===== src/rtl/gyro_pkg.sv =====
// Shared types, defaults and arithmetic helpers for the gyro tilt integrator.
package gyro_pkg;

  typedef enum logic [2:0] {
    StIdle,
    StSnap,
    StRd,
    StUpd,
    StPub
  } state_e;

  // 1 ms tick at 50 MHz; /1024 approximates /1000 for dps -> degrees per tick
  localparam int unsigned SAMPLE_DIV_1MS     = 50000;
  localparam int unsigned FRAC_SHIFT_DPS_1MS = 10;

  // Clamp a wide signed value to the signed range of a w-bit word (w <= 63).
  function automatic logic signed [63:0] sat_clamp(input logic signed [63:0] v,
                                                   input int unsigned         w);
    logic signed [63:0] hi;
    logic signed [63:0] lo;
    hi = (64'sd1 <<< (w - 1)) - 64'sd1;
    lo = -hi - 64'sd1;
    if (v > hi) return hi;
    if (v < lo) return lo;
    return v;
  endfunction

  // Signed add that saturates to a w-bit signed range.
  function automatic logic signed [63:0] sat_add(input logic signed [63:0] a,
                                                 input logic signed [63:0] b,
                                                 input int unsigned         w);
    return sat_clamp(a + b, w);
  endfunction

  // Values strictly inside (lo, hi) are treated as sensor noise and squashed to zero.
  function automatic logic signed [63:0] deadband(input logic signed [63:0] v,
                                                  input logic signed [63:0] lo,
                                                  input logic signed [63:0] hi);
    return (v > lo && v < hi) ? 64'sd0 : v;
  endfunction

endpackage


===== src/rtl/gyro_window_buf.sv =====
// Per-channel circular sample store: CH x DEPTH words, registered read, single write.
module gyro_window_buf #(
  parameter int unsigned CH    = 3,
  parameter int unsigned W     = 16,
  parameter int unsigned DEPTH = 32
) (
  input  logic                                clk_i,
  input  logic                                rst_i,
  input  logic [$clog2(DEPTH)-1:0]            wptr_i,
  input  logic                                rd_en_i,
  input  logic [((CH > 1) ? $clog2(CH) : 1)-1:0] rd_ch_i,
  output logic [W-1:0]                        rd_data_o,
  input  logic                                wr_en_i,
  input  logic [((CH > 1) ? $clog2(CH) : 1)-1:0] wr_ch_i,
  input  logic [W-1:0]                        wr_data_i
);

  localparam int unsigned Entries = CH * DEPTH;

  logic [W-1:0] mem_q [Entries];
  logic [W-1:0] mem_d [Entries];
  logic [W-1:0] rd_data_q, rd_data_d;

  // DEPTH is a power of two, so {ch, wptr} equals ch*DEPTH + wptr
  always_comb begin
    mem_d     = mem_q;
    rd_data_d = rd_data_q;
    if (rd_en_i) rd_data_d = mem_q[{rd_ch_i, wptr_i}];
    if (wr_en_i) mem_d[{wr_ch_i, wptr_i}] = wr_data_i;
  end

  // Storage and read register, cleared on reset so windows start zero-filled
  always_ff @(posedge clk_i or posedge rst_i) begin
    if (rst_i) begin
      mem_q     <= '{default: '0};
      rd_data_q <= '0;
    end else begin
      mem_q     <= mem_d;
      rd_data_q <= rd_data_d;
    end
  end

  assign rd_data_o = rd_data_q;

endmodule


===== src/rtl/gyro_tilt_integrator.sv =====
// Serial multi-channel gyro rate -> tilt integrator with moving average and deadband.
module gyro_tilt_integrator
  import gyro_pkg::*;
#(
  parameter int unsigned CH         = 3,
  parameter int unsigned W          = 16,
  parameter int unsigned ACC_W      = 32,
  parameter int unsigned DEPTH      = 32,
  parameter int unsigned SAMPLE_DIV = SAMPLE_DIV_1MS,
  parameter int unsigned FRAC_SHIFT = FRAC_SHIFT_DPS_1MS,
  parameter int          DEAD_LO    = -42,
  parameter int          DEAD_HI    = 10
) (
  input  logic            CLK,
  input  logic            RST,
  input  logic [CH*W-1:0] rate_in,
  input  logic            rate_valid,
  input  logic            zero,
  output logic [CH*W-1:0] tilt_out,
  output logic            tilt_valid,
  output logic            busy,
  output logic [CH-1:0]   sat_flag
);

  localparam int unsigned LogD = $clog2(DEPTH);
  localparam int unsigned SumW = W + LogD;
  localparam int unsigned ChW  = (CH > 1) ? $clog2(CH) : 1;
  localparam int unsigned DivW = (SAMPLE_DIV > 1) ? $clog2(SAMPLE_DIV) : 1;

  state_e                   state_q, state_d;
  logic [DivW-1:0]          div_q, div_d;
  logic [ChW-1:0]           ch_q, ch_d;
  logic [LogD-1:0]          wptr_q, wptr_d;
  logic [CH*W-1:0]          shadow_q, shadow_d;
  logic [CH*W-1:0]          sample_q, sample_d;
  logic [CH*W-1:0]          tilt_q, tilt_d;
  logic [CH-1:0]            sat_q, sat_d;
  logic signed [SumW-1:0]   sum_q [CH];
  logic signed [SumW-1:0]   sum_d [CH];
  logic signed [ACC_W-1:0]  acc_q [CH];
  logic signed [ACC_W-1:0]  acc_d [CH];

  logic                     tick;
  logic                     rd_en, wr_en, pub;
  logic [W-1:0]             rd_data;
  logic signed [W-1:0]      new_s, old_s;
  logic signed [SumW-1:0]   cur_sum, avg;
  logic signed [63:0]       dead, raw, acc_sat;
  logic                     sat_hit;
  logic [CH*W-1:0]          pub_tilt;

  // Free-running sample divider and input shadow, both independent of the FSM
  always_comb begin
    tick     = (div_q == DivW'(SAMPLE_DIV - 1));
    div_d    = tick ? '0 : div_q + DivW'(1);
    shadow_d = rate_valid ? rate_in : shadow_q;
  end

  // Shared datapath for the channel currently selected by ch_q
  always_comb begin
    new_s   = sample_q[ch_q*W +: W];
    old_s   = rd_data;
    cur_sum = sum_q[ch_q] + SumW'(new_s) - SumW'(old_s);
    avg     = cur_sum >>> LogD;
    dead    = deadband(64'(avg), 64'(DEAD_LO), 64'(DEAD_HI));
    raw     = 64'(acc_q[ch_q]) + dead;
    acc_sat = sat_add(64'(acc_q[ch_q]), dead, ACC_W);
    sat_hit = (acc_sat != raw);
  end

  // FSM next state, per-channel updates, zero override and publish values
  always_comb begin
    state_d  = state_q;
    ch_d     = ch_q;
    wptr_d   = wptr_q;
    sample_d = sample_q;
    sum_d    = sum_q;
    acc_d    = acc_q;
    sat_d    = sat_q;
    tilt_d   = tilt_q;
    rd_en    = 1'b0;
    wr_en    = 1'b0;
    pub      = 1'b0;
    pub_tilt = '0;

    case (state_q)
      StIdle: if (tick) state_d = StSnap;
      StSnap: begin
        sample_d = shadow_q;
        ch_d     = '0;
        state_d  = StRd;
      end
      StRd: begin
        rd_en   = 1'b1;
        state_d = StUpd;
      end
      StUpd: begin
        wr_en              = 1'b1;
        sum_d[ch_q]        = cur_sum;
        acc_d[ch_q]        = ACC_W'(acc_sat);
        if (sat_hit) sat_d[ch_q] = 1'b1;
        if (ch_q == ChW'(CH - 1)) begin
          state_d = StPub;
        end else begin
          ch_d    = ch_q + ChW'(1);
          state_d = StRd;
        end
      end
      StPub: begin
        wptr_d  = wptr_q + LogD'(1);
        pub     = 1'b1;
        state_d = StIdle;
      end
      default: state_d = StIdle;
    endcase

    // zero wins over the accumulate of the same cycle; windows and sums are untouched
    if (zero) begin
      for (int k = 0; k < CH; k++) acc_d[k] = '0;
      sat_d = '0;
    end

    for (int k = 0; k < CH; k++) begin
      pub_tilt[k*W +: W] = W'(sat_clamp(64'(acc_d[k]) >>> FRAC_SHIFT, W));
    end
    if (pub) tilt_d = pub_tilt;
  end

  // State registers with asynchronous clear
  always_ff @(posedge CLK or posedge RST) begin
    if (RST) begin
      state_q  <= StIdle;
      div_q    <= '0;
      ch_q     <= '0;
      wptr_q   <= '0;
      shadow_q <= '0;
      sample_q <= '0;
      tilt_q   <= '0;
      sat_q    <= '0;
      sum_q    <= '{default: '0};
      acc_q    <= '{default: '0};
    end else begin
      state_q  <= state_d;
      div_q    <= div_d;
      ch_q     <= ch_d;
      wptr_q   <= wptr_d;
      shadow_q <= shadow_d;
      sample_q <= sample_d;
      tilt_q   <= tilt_d;
      sat_q    <= sat_d;
      sum_q    <= sum_d;
      acc_q    <= acc_d;
    end
  end

  gyro_window_buf #(
    .CH   (CH),
    .W    (W),
    .DEPTH(DEPTH)
  ) u_window_buf (
    .clk_i    (CLK),
    .rst_i    (RST),
    .wptr_i   (wptr_q),
    .rd_en_i  (rd_en),
    .rd_ch_i  (ch_q),
    .rd_data_o(rd_data),
    .wr_en_i  (wr_en),
    .wr_ch_i  (ch_q),
    .wr_data_i(new_s)
  );

  // Publish cycle drives the fresh values so a same-cycle zero shows as 0
  assign tilt_out   = pub ? pub_tilt : tilt_q;
  assign tilt_valid = pub;
  assign busy       = (state_q != StIdle);
  assign sat_flag   = sat_q;

endmodule

===== config.mk =====
export PLATFORM = sky130hd
export DESIGN_NAME = gyro_tilt_integrator
export DESIGN_NICKNAME = d
export VERILOG_FILES = /design/src/rtl/gyro_pkg.sv /design/src/rtl/gyro_window_buf.sv /design/src/rtl/gyro_tilt_integrator.sv
export SDC_FILE = /design/constraint.sdc
export NUM_CORES = 2
export LEC_CHECK = 0
export ABC_AREA = 0
export CAP_MARGIN = 20
export CORE_ASPECT_RATIO = 2
export CORE_MARGIN = 1.5
export CORE_UTILIZATION = 60
export CTS_CLUSTER_DIAMETER = 50
export CTS_CLUSTER_SIZE = 10
export DETAILED_ROUTE_END_ITERATION = 10
export PLACE_DENSITY = 0.79
export SETUP_SLACK_MARGIN = 0.15
export SLEW_MARGIN = 20
export SYNTH_ARGS = -nofsm -noshare
export SYNTH_HDL_FRONTEND = slang
export SYNTH_SLANG_ARGS = --single-unit
export TNS_END_PERCENT = 10

===== constraint.sdc =====
create_clock -name CLK -period 86.7 [get_ports CLK]
set_clock_uncertainty 0.05 [all_clocks]
set_input_delay 17.34 -clock CLK [delete_from_list [all_inputs] [get_ports CLK]]
set_output_delay 17.34 -clock CLK [all_outputs]
set_load 0.03 [all_outputs]

==> impl_metrics.tcl <==
set metrics [dict create \
    antenna_found_initial 8 \
    power_leakage_nw 40.5 \
    grt_use_total 0.370 \
    setup.worst_path.class "in -> out" \
    worstReg2RegEnd "tilt_q[10]$_DFF_PP0_" \
    gp_congestion 0.948 \
    drtAntennaViolNets 0 \
    fill_cells 10339 \
    insertion_delay_ps 830 \
    powerDensity_nw_per_um2 18.9 \
    ys_ff_latch 1884 \
    fp.coreArea_um2 136000 \
    drtIter0Drc 7325 \
    fin_nets 8422 \
    final_cells 10057 \
    reg2reg_depth 38 \
    design_area_um2 90600 \
    synthArstFlopShare 1.00 \
    ys_seq_area_frac 0.572 \
    syn_nets 8694 \
    io_pins 105 \
    overflow 0 \
    end_kind "output port" \
    die_w_um 265 \
    timing.fmax_mhz 26.3 \
    hp-class "reg -> reg" \
    dp.cells 9807 \
    timing.final.crit_share 0.438 \
    synth_edf_count 0 \
    grt_max_degree 199 \
    worst_pin_slew_ps 1270 \
    slew_headroom 0.143 \
    holdBufCountCts 0 \
    syn_area_per_cell_um2 9.63 \
    numClockSinks 1884 \
    synth_ff_type "dfrtp_1" \
    netlist_area_um2 82400 \
    pre_cts_ws_ps 48460 \
    regToRegSetupSlack_ps 73180 \
    slowest_stage "clkdlybuf4s50_1" \
    grt_pass1_vias 68562 \
    vias 67018 \
    cts_buffers 219 \
    synth_top_area_share 0.572 \
    cts_buffer_depth 4 \
    final_util 0.664 \
    die-area_um2 140000 \
    drv_cap 0 \
    clockRootBuffer "clkbuf_16" \
    grt_pass1_wl_um 396000 \
    rsz0062_at_grt "no" \
    routed_wl_um 257000 \
    yosys-top-cells-count "dfrtp_1, nor2_1, a21oi_1" \
    post_cts_resized 0 \
    drt_pre_antenna_iters 6 \
    clk_pin_slew_ps 50 \
    worst-path-max-fanout 18 \
    drcViolationCount 0 \
    place_hpwl_um 158000 \
    critPathArrivalTime_ps 20580 \
    yosys_warnings 0 \
    layout-drive-gt1-share 0.0817 \
    cp-start-kind "input port" \
    postCtsSetupBuffers 0 \
    cp-startpoint "zero" \
    hold_viol 0 \
    area_delta_synth_final_pct 9.90 \
    die_h_um 527 \
    min_period_ps 37970 \
    yosysUniqueCellTypes 74 \
    placed_area_um2 84700 \
    rows 192 \
    cts_tree "built" \
    synthCells 8560 \
    cts_max_level 4 \
    critical_path_required_ps 69310 \
    ir_worst_vdd_mv 0.0159 \
    crit_path_cell_trace "buf_2 > clkinv_1 > o21ai_0 > a41oi_1 > or4_4 > o41ai_4 > buf_4 > o22ai_1 > clkdlybuf4s50_1" \
    port-buffer-count 104 \
    critPathMaxStageDelay_ps 670 \
    viasPerCell 6.66 \
    synth_area_leaders "dfrtp_1, a21oi_1, nor2_1" \
    start_util 0.604 \
    post-synth-top-count-cell "dfrtp_1" \
    critPathCapture "tilt_out[12]" \
    synth_largest_area_cell "dfrtp_1" \
    r2r-start "ch_q[0]$_DFFE_PP0P_" \
    p_total_mw 1.71 \
    setup_viol 0 \
    setup_ws_ps 48730 \
    setup_tns_ps 0 \
    wl_per_cell_um 25.6 \
    hold_ws_ps 423 \
    outcome "finished, final reports clean" \
    drv_slew 0 \
]
[how the worst min path moves through the flow]
stage / from / to / depth (start not counted)
3_3_place_gp: div_q[0]$_DFF_PP0_ / div_q[0]$_DFF_PP0_ / 1
3_5_place_dp: sum_q[42]$_DFFE_PP0P_ / sum_q[42]$_DFFE_PP0P_ / 2
2_1_floorplan: sum_q[42]$_DFFE_PP0P_ / sum_q[42]$_DFFE_PP0P_ / 2
4_1_cts: sum_q[42]$_DFFE_PP0P_ / sum_q[42]$_DFFE_PP0P_ / 2
5_1_grt: u_window_buf.mem_q[455]$_DFFE_PP0P_ / u_window_buf.mem_q[455]$_DFFE_PP0P_ / 2
6_report: tilt_q[47]$_DFF_PP0_ / tilt_q[47]$_DFF_PP0_ / 2
[layout make-up]
type                       count  area, µm²  area share
timing repair buffer         305       2750      0.0303
antenna                        2       5.00   0.0000553
tap                         1746       2180      0.0241
sequential                  1884      47200       0.521
clock buffer                 230       5620      0.0620
clock inverter                12        145     0.00160
inverter                      80        308     0.00340
multi-input combinational   5798      32400       0.358
[power by group]
part	switching, mW	leakage [nW]	internal [mW]
clock	0.338	2.83	0.457
combinational	0.0221	11.6	0.00707
sequential	0.00163	26.1	0.883
total	0.361	40.5	1.35
[routing by layer]
layer / vias up / GRT usage / part of all wire
met5: - / 0 / 0.00015
met4: 6 / 0.311 / 0.092
met3: 1084 / 0.0567 / 0.070
met2: 3338 / 0.635 / 0.50
met1: 33151 / 0.401 / 0.34
li1: 29439 / - / -
[layout by cell type (no fill, tap or decap), drive strengths merged, types with 7 or more instances in the layout]
master and n:
a2111oi 7, a211o 8, a211oi 79, a21o 21, a21oi 1339, a221oi 97, a22o 99, a22oi 579
a311oi 7, a31oi 38, and2 8, and3 19, buf 203, clkbuf 230, clkdlybuf4s50 102, dfrtp 1884
fa 22, ha 60, inv 83, mux2 97, mux2i 71, mux4 16, nand2 635, nand3 54
nand4 178, nor2 1520, nor3 33, nor3b 8, nor4 9, o211ai 37, o21a 16, o21ai 579
o21bai 7, o22ai 18, o31a 8, or3 7, xnor2 37, xor2 24
[critical path, delay by kind of cell]
family                 cells  cell delay, ps
AND/OR/NAND/NOR            1             610
AO/OA/AOI/OAI              4             950
buffers and inverters      4            1650
[state kept, by name (all words and copies together) (netlist names)]
signal and count:
ch_q 2, sample_q 48, shadow_q 48, sat_flag 3
wptr_q 5, sum_q 63, tilt_q 48, u_window_buf.mem_q 1536
div_q 16, state_q 3, acc_q 96, u_window_buf.rd_data_o 16
[kinds of logic (layout without fill, tap and decap cells)]
family,Yosys count,after routing,share of synthesized area
simple gates,2505,2505,0.124
compound gates,2966,2966,0.216
fa+ha+maj,82,82,0.0145
mux,184,184,0.0263
flops,1884,1884,0.572
other cells,0,2,0
buf+inv,878,627,0.0402
xor+xnor,61,61,0.00648
Power figures use the tool's default switching activity.
